[src/rtl/raster_scan_addr_gen.sv]
// raster_scan_addr_gen
//   Raster-scan pixel address generator for the Floyd-Steinberg datapath. It walks the image
//   one pixel per accepted handshake. For each pixel it emits the linear address, the (x,y)
//   position, and the addresses and in-image valid bits of the 4 error-diffusion neighbours.
//
//   Ports
//     clk, rst        clock, synchronous active-high reset
//     i_start         begin a frame scan (honoured only when idle)
//     i_addr_ready    consumer accepts the current pixel this cycle
//     o_addr_valid    o_cur_* / o_nbr_* are valid (high throughout a scan)
//     o_cur_addr      linear address y*IMAGEX+x
//     o_cur_x/o_cur_y current column / row
//     o_nbr_addr      neighbour addresses, slot 0 in the LSBs (0 for invalid slots)
//     o_nbr_valid     slot k neighbour lies inside the image
//     o_last          current pixel is the final pixel of the frame
//     o_done          one-cycle pulse after the final pixel is accepted
//
//   Build option: define SERPENTINE_EN for a boustrophedon scan. In that mode odd rows run
//   right-to-left and their neighbour slots are mirrored (0=W 1=SE 2=S 3=SW).
module raster_scan_addr_gen #(
  parameter int IMAGEX           = 64,
  parameter int IMAGEY           = 64,
  parameter int IMAGEXlog2       = $clog2(IMAGEX),
  parameter int IMAGEYlog2       = $clog2(IMAGEY),
  parameter int IMAGE_ADDR_WIDTH = $clog2(IMAGEX * IMAGEY),
  parameter int ADJ_PIXELS       = 4
) (
  input  logic                                 clk,
  input  logic                                 rst,
  input  logic                                 i_start,
  input  logic                                 i_addr_ready,
  output logic                                 o_addr_valid,
  output logic [IMAGE_ADDR_WIDTH-1:0]          o_cur_addr,
  output logic [IMAGEXlog2-1:0]                o_cur_x,
  output logic [IMAGEYlog2-1:0]                o_cur_y,
  output logic [ADJ_PIXELS*IMAGE_ADDR_WIDTH-1:0] o_nbr_addr,
  output logic [ADJ_PIXELS-1:0]                o_nbr_valid,
  output logic                                 o_last,
  output logic                                 o_done
);

  localparam logic [IMAGEXlog2-1:0]       XMax  = IMAGEXlog2'(IMAGEX - 1);
  localparam logic [IMAGEYlog2-1:0]       YMax  = IMAGEYlog2'(IMAGEY - 1);
  localparam logic [IMAGE_ADDR_WIDTH-1:0] XStep = IMAGE_ADDR_WIDTH'(IMAGEX);
  localparam logic [IMAGE_ADDR_WIDTH-1:0] AOne  = IMAGE_ADDR_WIDTH'(1);

  typedef enum logic [1:0] {StIdle, StRun, StDone} state_e;

  state_e                      r_state, w_state_next;
  logic [IMAGEXlog2-1:0]       r_x, w_x_next;
  logic [IMAGEYlog2-1:0]       r_y, w_y_next;
  logic [IMAGE_ADDR_WIDTH-1:0] r_row_base, w_row_base_next;

  logic w_run, w_rev, w_next_row_rev, w_row_end, w_last;

`ifdef SERPENTINE_EN
  // Odd rows scan right-to-left; the row after the current one flips direction.
  assign w_rev          = r_y[0];
  assign w_next_row_rev = ~r_y[0];
`else
  assign w_rev          = 1'b0;
  assign w_next_row_rev = 1'b0;
`endif

  assign w_run     = (r_state == StRun);
  assign w_row_end = w_rev ? (r_x == '0) : (r_x == XMax);
  assign w_last    = w_run && w_row_end && (r_y == YMax);

  always_ff @(posedge clk) begin
    if (rst) begin
      r_state    <= StIdle;
      r_x        <= '0;
      r_y        <= '0;
      r_row_base <= '0;
    end else begin
      r_state    <= w_state_next;
      r_x        <= w_x_next;
      r_y        <= w_y_next;
      r_row_base <= w_row_base_next;
    end
  end

  always_comb begin
    w_state_next    = r_state;
    w_x_next        = r_x;
    w_y_next        = r_y;
    w_row_base_next = r_row_base;
    unique case (r_state)
      StIdle: begin
        if (i_start) w_state_next = StRun;
      end
      StRun: begin
        if (i_addr_ready) begin
          if (w_last) begin
            w_state_next = StDone;
          end else if (w_row_end) begin
            w_y_next        = r_y + IMAGEYlog2'(1);
            w_row_base_next = r_row_base + XStep;
            w_x_next        = w_next_row_rev ? XMax : '0;
          end else begin
            w_x_next = w_rev ? (r_x - IMAGEXlog2'(1)) : (r_x + IMAGEXlog2'(1));
          end
        end
      end
      StDone: begin
        // Rewind so the next frame starts at pixel 0 straight out of idle.
        w_state_next    = StIdle;
        w_x_next        = '0;
        w_y_next        = '0;
        w_row_base_next = '0;
      end
      default: w_state_next = StIdle;
    endcase
  end

  // Neighbour geometry
  logic [IMAGE_ADDR_WIDTH-1:0] w_cur, w_s;
  logic                        w_has_e, w_has_w, w_has_s;
  logic [IMAGE_ADDR_WIDTH-1:0] w_slot_addr [ADJ_PIXELS];
  logic [ADJ_PIXELS-1:0]       w_slot_vld;

  assign w_cur   = r_row_base + IMAGE_ADDR_WIDTH'(r_x);
  assign w_s     = w_cur + XStep;
  assign w_has_e = w_run && (r_x != XMax);
  assign w_has_w = w_run && (r_x != '0);
  assign w_has_s = w_run && (r_y != YMax);

  always_comb begin
    for (int k = 0; k < ADJ_PIXELS; k++) w_slot_addr[k] = '0;
    w_slot_vld = '0;
    if (w_rev) begin
      w_slot_addr[0] = w_cur - AOne;  w_slot_vld[0] = w_has_w;
      w_slot_addr[1] = w_s + AOne;    w_slot_vld[1] = w_has_e && w_has_s;
      w_slot_addr[2] = w_s;           w_slot_vld[2] = w_has_s;
      w_slot_addr[3] = w_s - AOne;    w_slot_vld[3] = w_has_w && w_has_s;
    end else begin
      w_slot_addr[0] = w_cur + AOne;  w_slot_vld[0] = w_has_e;
      w_slot_addr[1] = w_s - AOne;    w_slot_vld[1] = w_has_w && w_has_s;
      w_slot_addr[2] = w_s;           w_slot_vld[2] = w_has_s;
      w_slot_addr[3] = w_s + AOne;    w_slot_vld[3] = w_has_e && w_has_s;
    end
  end

  always_comb begin
    o_nbr_addr = '0;
    for (int k = 0; k < ADJ_PIXELS; k++) begin
      o_nbr_addr[k*IMAGE_ADDR_WIDTH +: IMAGE_ADDR_WIDTH] = w_slot_vld[k] ? w_slot_addr[k] : '0;
    end
  end

  assign o_nbr_valid  = w_slot_vld;
  assign o_addr_valid = w_run;
  assign o_cur_addr   = w_cur;
  assign o_cur_x      = r_x;
  assign o_cur_y      = r_y;
  assign o_last       = w_last;
  assign o_done       = (r_state == StDone);

endmodule

[config.mk]
export PLATFORM = sky130hd
export DESIGN_NAME = raster_scan_addr_gen
export DESIGN_NICKNAME = d
export VERILOG_FILES = /design/src/rtl/raster_scan_addr_gen.sv
export SDC_FILE = /design/constraint.sdc
export NUM_CORES = 1
export LEC_CHECK = 0
export BUFFER_PORTS_ARGS = -buffer_cell sky130_fd_sc_hd__buf_4
export CAP_MARGIN = 20
export CORE_ASPECT_RATIO = 0.75
export CORE_MARGIN = 2
export CORE_UTILIZATION = 41
export CTS_CLUSTER_DIAMETER = 120
export DETAILED_ROUTE_END_ITERATION = 8
export GPL_ROUTABILITY_DRIVEN = 0
export GPL_TIMING_DRIVEN = 0
export PLACE_DENSITY = 0.69
export SLEW_MARGIN = 10
export SYNTH_ARGS = -nofsm -noshare
export SYNTH_HDL_FRONTEND = slang
export SYNTH_SLANG_ARGS = --single-unit
export TNS_END_PERCENT = 50
[constraint.sdc]
create_clock -name clk -period 2.1 [get_ports clk]
set_input_delay 0.42 -clock clk [delete_from_list [all_inputs] [get_ports clk]]
set_output_delay 0.42 -clock clk [all_outputs]
set_load 0.02 [all_outputs]
==> results of run 1 <==
==> where the power goes <==
group	switching (mW)	internal [mW]
sequential	0.00839	0.377
combinational	0.191	0.152
clock	0.138	0.255
total	0.337	0.783
==> final timing paths <==
check | startpoint | end | slack [ns] | cells after the start
worst max register to register | r_state[1] | r_row_base[9] | 0.06 | 8
worst min-delay path | i_start | r_state[0] | 0.44 | 3
worst min register to register | r_row_base[10] | r_row_base[10] | 0.52 | 2
worst max-delay path | r_row_base[6] | o_nbr_addr[46] | -0.42 | 8
==> cell families after synthesis <==
logic type / after synthesis / share of synthesized area
simple gates: 133 / 0.367
mux: 5 / 0.0250
buf+inv: 48 / 0.106
xor+xnor: 23 / 0.101
compound gates: 46 / 0.152
flops: 20 / 0.200
fa+ha+maj: 8 / 0.0500
==> sequential cells by signal, summed over array words and instances, names as in the netlist <==
name,count
r_row_base,6
o_cur_x,6
o_cur_y,6
r_state,2
==> timing repair <==
action | CTS | global route
endpoints found under the hold margin | 0 | 0
cloned | 2 | 0
resized for setup | 93 | 71
pin swaps | 15 | 15
setup endpoints to repair | 53 | 60
setup buffers | 24 | 20
==> area by class of cell <==
| class | instances | area share |
|---|---|---|
| multi-input cells | 215 | 0.484 |
| repair buffers | 127 | 0.282 |
| flip-flops and latches | 20 | 0.115 |
| plain buffers | 32 | 0.0675 |
| well taps | 57 | 0.0187 |
| inverters | 11 | 0.0141 |
| clock buffers | 3 | 0.0108 |
| clock inverters | 1 | 0.00786 |
==> layer usage <==
| layer | share of wire | vias up |
|---|---|---|
| met3 | 0.076 | 20 |
| met5 | 0 | - |
| met1 | 0.41 | 1315 |
| met4 | 0.023 | 0 |
| li1 | - | 1241 |
| met2 | 0.49 | 142 |
==> cell usage in the layout (no fill, tap or decap), types with 4 or more instances in the layout <==
master,synthesis,final
dfxtp_2,0,4
buf_8,0,7
inv_2,1,4
buf_6,0,32
nand4_1,4,4
clkbuf_1,22,10
and2_4,0,8
nor3_1,9,4
dfxtp_1,20,7
dfxtp_4,0,9
nand2_1,14,12
xor2_1,8,5
nand3_1,13,8
buf_2,8,4
nor2_2,0,8
o21ai_0,10,9
buf_4,6,101
or3_1,6,5
nor2_4,0,9
xnor2_1,15,10
a21oi_1,10,10
clkbuf_8,0,4
xnor2_2,0,4
nor2_1,40,23
o31ai_1,4,4
or4_1,8,8
==> worst min-delay path: cells and delay by family <==
kind                   cells  cell delay [ns]
buffers and inverters      1             0.11
and+or+nand+nor            2             0.14
==> through the flow <==
stage	total power, mW	hold slack [ns]
3_5_place_dp	0.637	0.485
4_1_cts	1.07	0.434
5_1_grt	1.16	0.457
2_1_floorplan	0.557	0.433
6_report	1.12	0.440
3_3_place_gp	0.635	0.486
==> cell usage after synthesis, types with 3 or more instances <==
cell type  number  area share
or4b_1          3       0.015
buf_2           8       0.020
dfxtp_1        20        0.20
nand3_1        13       0.032
a31oi_1         3      0.0094
nor4_1          6       0.019
a21oi_1        10       0.025
o31ai_1         4       0.015
and2_1         10       0.031
ha_1            8       0.050
o21ai_0        10       0.025
nand4_1         4       0.012
o41ai_1         3       0.013
nor2b_1         3      0.0094
xnor2_1        15       0.066
nor3_1          9       0.022
xor2_1          8       0.035
clkbuf_1       22       0.041
buf_4           6       0.022
nand2_1        14       0.026
nor3b_1         3       0.011
or4_1           8       0.030
or3_1           6       0.019
mux2i_1         5       0.025
a21boi_0        3       0.011
inv_1          10       0.019
nor2_1         40       0.075
==> flow_metrics.tcl, run 1 <==
set metrics [dict create \
    dp_hpwl_um 5010 \
    cap_violations 0 \
    met3_usage 0.0510 \
    crit_chain "clkbuf_16 > buf_8 > ha_4 > xor2_4 > nand4_1 > o21a_1 > nor3_4 > buf_6" \
    status "finished with violations" \
    die_x_um 84.7 \
    async_flop_share 0 \
    fin_setup_tns_ns -4.14 \
    top_usage_layer "met2" \
    vdd_drop_max_mv 0.309 \
    syn_area_per_cell_um2 7.08 \
    antenna_found_initial 0 \
    skew_ns 0.00277 \
    max_stage_delay_ns 0.36 \
    rows 21 \
    fin_crit_sh 1.20 \
    area_delta_synth_final_pct 90.8 \
    crit_type "flip-flop to output port" \
    max_slew.worst_pin.slew_ns 0.615 \
    multi_input_area_um2 1850 \
    ys_types 49 \
    grt_usage 0.285 \
    num_io_pins 83 \
    syn_inst 283 \
    clock_latency_ns 0.26 \
    path_clk_slew_ns 0.08 \
    crit_family "buffers and inverters" \
    drt_pass1_iterations 5 \
    crit_buf_inv 3 \
    p_leak_nw 1.59 \
    ys.flop_type "dfxtp_1" \
    synth_edf_count 0 \
    numCtsBuffers 3 \
    ys_ff_latch 20 \
    pre_cts_slack_ns -0.451 \
    num-fill-cells 258 \
    grt_pass1_wl_um 12600 \
    cellPowerDensity_nw_per_um2 293 \
    netlist_area_um2 2000 \
    layout-drive-gt1-share 0.594 \
    endpoint_kind "output port" \
    cts_tree "yes" \
    min_period_ns 2.52 \
    vias 2718 \
    placed_cell_area_um2 2850 \
    grt_max_degree 16 \
    relSlewSlack 0.587 \
    crit_required_ns 1.68 \
    layout_setup_ws_ns -0.422 \
    synth.net_count 295 \
    crit_fanout 5 \
    grtUsageMet2 0.507 \
    wl_per_cell_um 18.3 \
    ys_warn_count 0 \
    cts_root_buf "clkbuf_8" \
    max_freq_ghz 0.396 \
    seq_area_um2 439 \
    overflow 0 \
    core_area_um2 4570 \
    cts_htree_levels 1 \
    ctsLongestPathBuffers 2 \
    setup-violations-final 37 \
    stdcell_area_um2 3820 \
    fin_nets 422 \
    stdcell_count 466 \
    crit_arrival_ns 2.10 \
    wirelength_um 8550 \
    dp.cells 421 \
    port_buffers 81 \
    finalHoldViolCount 0 \
    fin_util 0.836 \
    drt-initial-drc-count 191 \
    slew_violations 0 \
    rsz0062_at_grt "true" \
    via_per_inst 5.83 \
    drc 0 \
    start_util 0.438 \
    hold_class "primary input to flip-flop" \
    hold_buffers 0 \
    start_kind "flip-flop" \
    die_h_um 64.5 \
    slowest_stage "dfxtp_4" \
    num_antenna_cells 0 \
    drtAntennaViolNets 0 \
    dieArea_um2 5470 \
    yosysSeqAreaShare 0.200 \
    grt_pass1_vias 2497 \
    failed_checks "setup timing" \
    grtUsageMet1 0.367 \
    clock_sinks 20 \
]
No activity file was read; power rests on OpenSTA's default activity.
==> run 2: changes to the inputs <==
--- a/config.mk
+++ b/config.mk
@@ -14,7 +14,7 @@
 export DETAILED_ROUTE_END_ITERATION = 8
 export GPL_ROUTABILITY_DRIVEN = 0
 export GPL_TIMING_DRIVEN = 0
-export PLACE_DENSITY = 0.69
+export PLACE_DENSITY = 0.73
 export SLEW_MARGIN = 10
 export SYNTH_ARGS = -nofsm -noshare
 export SYNTH_HDL_FRONTEND = slang
==> run 2 against run 1 <==
  * The run still ends with setup timing left
  * Combinational power rose by 20%
  * Cell area up 7.2%
  * Sequential share of layout area is 0.81 points lower
  * Non-clock buffer count grew 11
  * Global-route usage rose by 3.0 points
  * Clock power up 4%
  * Core utilization increased by 6.0 points
  * Hold slack got worse by 0.0091 ns
  * Largest cell class unchanged
  * Largest power group is now combinational cells
  * Highest routed layer unchanged
==> flow_metrics.tcl, run 2 (synthesis gave the netlist of run 1 again) <==
set metrics [dict create \
    status "finished with violations" \
    failed_checks "setup timing" \
    num_io_pins 83 \
    dieArea_um2 5470 \
    overflow 0 \
    cap_violations 0 \
    fin_crit_sh 1.23 \
    via_per_inst 6.79 \
    num-fill-cells 159 \
    die_x_um 84.7 \
    vdd_drop_max_mv 0.379 \
    p_total_mw 1.20 \
    port_buffers 81 \
    grt_pass1_vias 2707 \
    crit_chain "nand2_1 > or3_4 > nor4_4 > mux2i_2 > buf_4" \
    crit_required_ns 1.68 \
    slowest_stage "or3_4" \
    finalHoldViolCount 0 \
    hold_ws_ns 0.431 \
    die_h_um 64.5 \
    max_slew.worst_pin.slew_ns 0.724 \
    start_util 0.438 \
    mostFrequentLayoutCells "buf_4 (104), buf_6 (40), nor2_1 (23)" \
    clock_sinks 20 \
    p_leak_nw 1.69 \
    crit_buf_inv 1 \
    grt_pass1_wl_um 13800 \
    min_period_ns 2.58 \
    hold_class "primary input to flip-flop" \
    cellPowerDensity_nw_per_um2 294 \
    wl_per_cell_um 25.8 \
    max_freq_ghz 0.387 \
    numCtsBuffers 3 \
    cts_htree_levels 1 \
    max_stage_delay_ns 0.45 \
    cts_tree "yes" \
    multi_input_area_um2 2000 \
    grt_max_degree 13 \
    start_kind "flip-flop" \
    core_area_um2 4570 \
    layout_setup_ws_ns -0.482 \
    vias 3240 \
    hold_buffers 0 \
    layout-drive-gt1-share 0.612 \
    drt-initial-drc-count 449 \
    crit_fanout 5 \
    seq_area_um2 438 \
    grt_usage 0.315 \
    crit_arrival_ns 2.16 \
    mostFrequentLayoutCell "buf_4" \
    dp_hpwl_um 4980 \
    endpoint_kind "output port" \
    crit_family "simple AND/OR/NAND/NOR gates" \
    cts_root_buf "clkbuf_8" \
    skew_ns 0.00465 \
    fin_nets 433 \
    wirelength_um 12300 \
    path_clk_slew_ns 0.09 \
    drtAntennaViolNets 0 \
    num_antenna_cells 0 \
    crit_type "flip-flop to output port" \
    slew_violations 0 \
    rsz0062_at_grt "true" \
    setup-violations-final 57 \
    antenna_found_initial 0 \
    ctsLongestPathBuffers 2 \
    relSlewSlack 0.515 \
    rows 21 \
    drt_pass1_iterations 5 \
    area_delta_synth_final_pct 105 \
    clock_latency_ns 0.27 \
    drc 0 \
]
==> run 2: cell types whose count changed in the layout (fill, tap and decap cells not counted), moves of 3 or more <==
cell    change
buf_4       +3
and2_1      +4
buf_6       +8
and2_4      -4
==> run 2: per-layer routing <==
metal,share of wire,vias up,track usage
met1,0.35,1485,0.386
met3,0.14,104,0.0713
met4,0.075,0,0.121
met2,0.43,390,0.540
li1,-,1261,-
met5,0,-,0
==> run 2: worst min-delay path, delay by kind of cell <==
kind | cells | cell delay [ns]
buf+inv | 1 | 0.11
simple gates | 2 | 0.13
==> run 2: what timing repair did <==
action | 4_1_cts | 5_1_grt
endpoints found under the hold margin | 0 | 0
gates cloned | 2 | 1
pin swaps | 19 | 24
resized for setup | 115 | 72
endpoints found under the setup margin | 53 | 54
buffers inserted | 29 | 27
==> run 2: worst paths after layout <==
path / to / cells past startpoint / start / slack (ns)
max: o_nbr_addr[47] / 5 / o_cur_x[1] / -0.48
min: r_state[0] / 3 / i_start / 0.43
max reg2reg: r_row_base[8] / 6 / o_cur_y[3] / -0.18
min reg2reg: r_row_base[10] / 2 / r_row_base[10] / 0.50
==> run 2: area by class of cell <==
cell class / count / area share
repair buffers: 138 / 0.289
flip-flops and latches: 20 / 0.107
plain buffers: 32 / 0.0684
well taps: 57 / 0.0174
clock inverters: 1 / 0.00733
inverters: 11 / 0.0119
clock buffers: 3 / 0.0101
multi-input cells: 215 / 0.489
==> run 2: metrics by stage <==
step           setup slack, ns  TNS [ns]  instances   util  area (µm²)
3_5_place_dp            -0.419     -9.80        421  0.623        2850
6_report                -0.482     -9.18        477  0.896        4100
5_1_grt                 -0.528    -11.52        477  0.896        4100
4_1_cts                 -0.391     -4.02        453  0.793        3620
3_3_place_gp            -0.398     -9.27        421  0.623        2850
2_1_floorplan          -0.0909    -0.740        283      -        2170
==> run 2: report_power, final <==
part / internal, mW / leakage (nW) / switching [mW]
Combinational: 0.180 / 1.48 / 0.231
Sequential: 0.376 / 0.170 / 0.00989
Clock: 0.255 / 0.0357 / 0.151
